### src/rtl/roi_apb_master.sv
// APB write initiator that pushes packed ROI coordinate pairs to the ROI slave.
// Optional ACCESS wait-state timeout is built when ROI_APB_TIMEOUT_EN is defined.
module roi_apb_master #(
  parameter int APB_DATA_WIDTH = 64,
  parameter int COORD_WIDTH    = 32,
  parameter int APB_ADDR_WIDTH = 12,
  parameter int TIMEOUT_CYCLES = 16
) (
  input  logic                      clk_i,
  input  logic                      arst_i,
  input  logic                      req_valid_i,
  output logic                      req_ready_o,
  input  logic [APB_ADDR_WIDTH-1:0] req_addr_i,
  input  logic [COORD_WIDTH-1:0]    req_xy_0_i,
  input  logic [COORD_WIDTH-1:0]    req_xy_1_i,
  output logic                      apb_psel_o,
  output logic                      apb_penable_o,
  output logic                      apb_pwrite_o,
  output logic [APB_ADDR_WIDTH-1:0] apb_paddr_o,
  output logic [APB_DATA_WIDTH-1:0] apb_pwdata_o,
  input  logic                      apb_pready_i,
  input  logic                      apb_pslverr_i,
  output logic                      done_o,
  output logic                      err_o
);

  typedef enum logic [1:0] {IDLE, SETUP, ACCESS} state_t;

  state_t                    state_q, state_d;
  logic                      ready_q, ready_d;
  logic                      psel_q, psel_d;
  logic                      penable_q, penable_d;
  logic                      done_q, done_d;
  logic                      err_q, err_d;
  logic [APB_ADDR_WIDTH-1:0] addr_q, addr_d;
  logic [APB_DATA_WIDTH-1:0] data_q, data_d;
  logic                      timeout;

  if (APB_DATA_WIDTH != 2 * COORD_WIDTH || TIMEOUT_CYCLES < 1) begin : g_bad_params
    $error("roi_apb_master: inconsistent parameters");
  end

`ifdef ROI_APB_TIMEOUT_EN
  localparam int CNT_W = $clog2(TIMEOUT_CYCLES + 1);

  logic [CNT_W-1:0] cnt_q, cnt_d;

  // Counts ACCESS wait states; cleared in SETUP so every transfer starts fresh.
  always_comb begin
    cnt_d = cnt_q;
    if (state_q == SETUP) begin
      cnt_d = '0;
    end else if (state_q == ACCESS && !apb_pready_i) begin
      cnt_d = cnt_q + CNT_W'(1);
    end
  end

  always_ff @(posedge clk_i or posedge arst_i) begin
    if (arst_i) begin
      cnt_q <= '0;
    end else begin
      cnt_q <= cnt_d;
    end
  end

  assign timeout = (state_q == ACCESS) && !apb_pready_i &&
                   (cnt_q == CNT_W'(TIMEOUT_CYCLES - 1));
`else
  assign timeout = 1'b0;
`endif

  // Next state and next values of every output register, so no input reaches an output combinationally.
  always_comb begin
    state_d   = state_q;
    ready_d   = ready_q;
    psel_d    = psel_q;
    penable_d = penable_q;
    done_d    = 1'b0;
    err_d     = 1'b0;
    addr_d    = addr_q;
    data_d    = data_q;
    case (state_q)
      IDLE: begin
        ready_d   = 1'b1;
        psel_d    = 1'b0;
        penable_d = 1'b0;
        if (req_valid_i) begin
          state_d   = SETUP;
          ready_d   = 1'b0;
          psel_d    = 1'b1;
          addr_d    = req_addr_i;
          data_d    = {req_xy_1_i, req_xy_0_i};
        end
      end
      SETUP: begin
        state_d   = ACCESS;
        ready_d   = 1'b0;
        psel_d    = 1'b1;
        penable_d = 1'b1;
      end
      ACCESS: begin
        if (apb_pready_i || timeout) begin
          state_d   = IDLE;
          ready_d   = 1'b1;
          psel_d    = 1'b0;
          penable_d = 1'b0;
          done_d    = 1'b1;
          err_d     = apb_pready_i ? apb_pslverr_i : 1'b1;
        end
      end
      default: begin
        state_d   = IDLE;
        ready_d   = 1'b1;
        psel_d    = 1'b0;
        penable_d = 1'b0;
      end
    endcase
  end

  always_ff @(posedge clk_i or posedge arst_i) begin
    if (arst_i) begin
      state_q   <= IDLE;
      ready_q   <= 1'b1;
      psel_q    <= 1'b0;
      penable_q <= 1'b0;
      done_q    <= 1'b0;
      err_q     <= 1'b0;
      addr_q    <= '0;
      data_q    <= '0;
    end else begin
      state_q   <= state_d;
      ready_q   <= ready_d;
      psel_q    <= psel_d;
      penable_q <= penable_d;
      done_q    <= done_d;
      err_q     <= err_d;
      addr_q    <= addr_d;
      data_q    <= data_d;
    end
  end

  assign req_ready_o   = ready_q;
  assign apb_psel_o    = psel_q;
  assign apb_penable_o = penable_q;
  assign apb_pwrite_o  = psel_q;
  assign apb_paddr_o   = addr_q;
  assign apb_pwdata_o  = data_q;
  assign done_o        = done_q;
  assign err_o         = err_q;

endmodule

### config.mk
export PLATFORM = sky130hd
export DESIGN_NAME = roi_apb_master
export DESIGN_NICKNAME = d
export VERILOG_FILES = /design/src/rtl/roi_apb_master.sv
export SDC_FILE = /design/constraint.sdc
export NUM_CORES = 1
export LEC_CHECK = 0
export CORE_ASPECT_RATIO = 1.1
export CORE_MARGIN = 2
export CORE_UTILIZATION = 44
export CTS_BUF_LIST = sky130_fd_sc_hd__clkbuf_4
export DETAILED_ROUTE_END_ITERATION = 16
export GPL_ROUTABILITY_DRIVEN = 0
export PLACE_DENSITY = 0.95
export SLEW_MARGIN = 20
export SYNTH_ARGS = -nofsm -noshare
export SYNTH_HDL_FRONTEND = slang
export SYNTH_SLANG_ARGS = --single-unit
### constraint.sdc
create_clock -name clk_i -period 3.9 [get_ports clk_i]
set_input_delay 0.39 -clock clk_i [delete_from_list [all_inputs] [get_ports clk_i]]
set_output_delay 0.39 -clock clk_i [all_outputs]
set_load 0.1 [all_outputs]
==> results.sh <==
export IMPL_run_status="completed"
export IMPL_max_slew_margin_rel=0.328
export IMPL_postCtsSetupRepairBufs=0
export IMPL_die_area_sq_um=7700
export IMPL_track_usage=0.186
export IMPL_timing_max_transition_violations_final=0
export IMPL_regToRegStartpoint="state_q[1]"
export IMPL_data_arrival_time_of_the_critical_path_ns=2.05
export IMPL_minimum_clock_period_after_layout_ns=2.44
export IMPL_root_cell_of_the_clock_tree="clkbuf_4"
export IMPL_fin_crit_sh=0.627
export IMPL_cp_cell_sequence="clkdlybuf4s50_1"
export IMPL_n_antenna_cell=0
export IMPL_yosysTopAreaCellShare=0.665
export IMPL_synth_seq_cells=83
export IMPL_worst_path_max_delay_cell="clkdlybuf4s50_1"
export IMPL_synth_yosys_seq_area_share=0.673
export IMPL_rows=32
export IMPL_start_kind="flip-flop"
export IMPL_die_span_in_y_um=91.8
export IMPL_slew_at_the_pin_closest_to_its_max_slew_limit_ns=1.01
export IMPL_avgRoutedWirePerCell_um=15.8
export IMPL_port_buffers=162
export IMPL_design_portCount=163
export IMPL_yosys_area_share_xor_xnor=0
export IMPL_effective_utilization_at_floorplan=0.448
export IMPL_area_growth_syn_to_layout_pct=58.9
export IMPL_rsz0062_at_grt="no"
export IMPL_syn_nets=261
export IMPL_remaining_drc_errors=0
export IMPL_mostFrequentLayoutCells="clkdlybuf4s50_1, dfrtp_1, mux2_2"
export IMPL_worst_endpoint_required_ns=3.51
export IMPL_crit_buf_inv=1
export IMPL_synth_area_top_cells="dfrtp_1, mux2_2, mux2_1"
export IMPL_synthDominantAreaCellType="dfrtp_1"
export IMPL_regToRegEndpoint="apb_pwdata_o[54]"
export IMPL_clock_skew_final_ns=0.0146
export IMPL_htree_num_levels=3
export IMPL_yosys_area_share_simple=0.0126
export IMPL_main_combinational_cell_family_by_area_after_synthesis="multiplexers"
export IMPL_cts_hold_buf=0
export IMPL_first_global_vias=2335
export IMPL_timing_setup_critical_path_class="flip-flop to primary output"
export IMPL_cts_buffer_depth=2
export IMPL_ff_latch_area_sq_um=2080
export IMPL_drt_total_wl_um=6900
export IMPL_syn_avg_cell_area_sq_um=17.1
export IMPL_setup_viol=0
export IMPL_post_place_ws_ns=1.78
export IMPL_cts_made_buffers=9
export IMPL_yosys_warnings=0
export IMPL_core_area_sq_um=6890
export IMPL_length_in_cells_of_the_worst_reg_to_reg_path=3
export IMPL_setup_total_negative_slack_ns=0
export IMPL_firstDrtPassIters=3
export IMPL_synth_compound_area_frac=0.0109
export IMPL_ctsResizeCount=0
export IMPL_grt_remaining_overflow=0
export IMPL_endpoint_kind="primary output"
export IMPL_synthesis_instances=180
export IMPL_critical_path_cell_count=1
export IMPL_hold_ws_ns=0.437
export IMPL_timing_critical_path_fanout_max=2
export IMPL_clock_sinks=83
export IMPL_grt_antenna_before_repair=0
export IMPL_die_width_um=83.9
export IMPL_post_route_cells_drive_above_1_share=0.194
export IMPL_post_drt_via_cell_ratio=4.85
export IMPL_clkTransAtPathRegs_ns=0.12
export IMPL_grt_max_degree=51
export IMPL_drt_antenna_violating_nets=0
export IMPL_dr_total_vias=2113
export IMPL_multi_input_logic_area_sq_um=935
export IMPL_netlist_area_sq_um=3090
export IMPL_hpwl_after_detailed_placement_um=5250
export IMPL_clock_tree_from_tritoncts="built"
export IMPL_dr_first_iter_drc_count=32
export IMPL_max_clock_freq_mhz=409
export IMPL_n_fill_cell=476
export IMPL_grt_pass1_wl_um=11300
export IMPL_nets=428
export IMPL_cpPeakStageDelay_ns=1.13
export IMPL_timing_hold_worst_class="input pin to asynchronous set/reset pin"
export IMPL_arithmetic_cell_share_of_the_synthesized_area_counting_full_adders_half_adders_and_majority_gates=0
export IMPL_synth_cell_type_count=17
export IMPL_critical_path_top_delay_family="buffers and inverters"
export IMPL_synth_mux_area_frac=0.277
export IMPL_hold_viol=0
export IMPL_mostFrequentLayoutCell="clkdlybuf4s50_1"
export IMPL_setup_slack_ns=1.46
export IMPL_rrSetupSlack_ns=2.20
export IMPL_insertion_delay_ns=0.39
export IMPL_timing_max_cap_violations=0
## final cells by class
cell class                 instances  share of cell area
sequential                        83               0.424
timing repair buffer             165               0.335
multi-input combinational         85               0.191
tap                               85              0.0217
clock buffer                      12              0.0184
clock inverter                     3             0.00816
inverter                           3             0.00255
## metal layers
layer	GRT usage	wire (um)	part of all wire	vias up
met4	0.0833	202	0.029	0
met3	0.0612	529	0.077	19
met1	0.223	2670	0.39	1034
met2	0.306	3490	0.51	102
met5	0	0	0	-
li1	-	-	-	958
## state kept, by name (all words and copies together) (netlist names)
name,flops
apb_pwdata_o,64
apb_penable_o,1
apb_paddr_o,12
apb_psel_o,1
req_ready_o,1
state_q,2
err_o,1
done_o,1
## cell usage after synthesis
master      n
dfrtp_1    82
mux2_2     47
mux2_1     29
buf_2       4
buf_6       3
inv_1       3
buf_4       2
a21o_1      1
a22o_1      1
a2bb2oi_1   1
and2_1      1
and3b_1     1
dfstp_2     1
nor2_1      1
nor3b_1     1
nor3b_2     1
o2bb2ai_1   1
## metrics by stage
step           cell area (sq um)  cells  utilization
5_1_grt                     4910    436        0.712
4_1_cts                     4910    436        0.712
3_5_place_dp                4780    421        0.693
3_3_place_gp                4780    421        0.693
2_1_floorplan               3090    180            -
6_report                    4910    436        0.712
## cells by family (layout without fill, tap and decap cells)
kind of cell           count (synthesis)  in the layout
DFF                                   83             83
buffers and inverters                 12            183
and+or+nand+nor                        5              5
AOI/OAI and AO/OA                      4              4
muxes                                 76             76
## worst max path at each step
stage	slack [ns]	start	endpoint
2_1_floorplan	1.37	arst_i	apb_paddr_o[0]
3_3_place_gp	1.84	req_valid_i	apb_pwdata_o[13]
3_5_place_dp	1.78	req_valid_i	apb_pwdata_o[11]
6_report	1.46	req_ready_o	req_ready_o
4_1_cts	1.41	req_ready_o	req_ready_o
5_1_grt	1.37	req_ready_o	req_ready_o
Power is left out: the tool's default activity adds up to more than one toggle a clock period on the data nets, which glitch-free logic cannot reach.
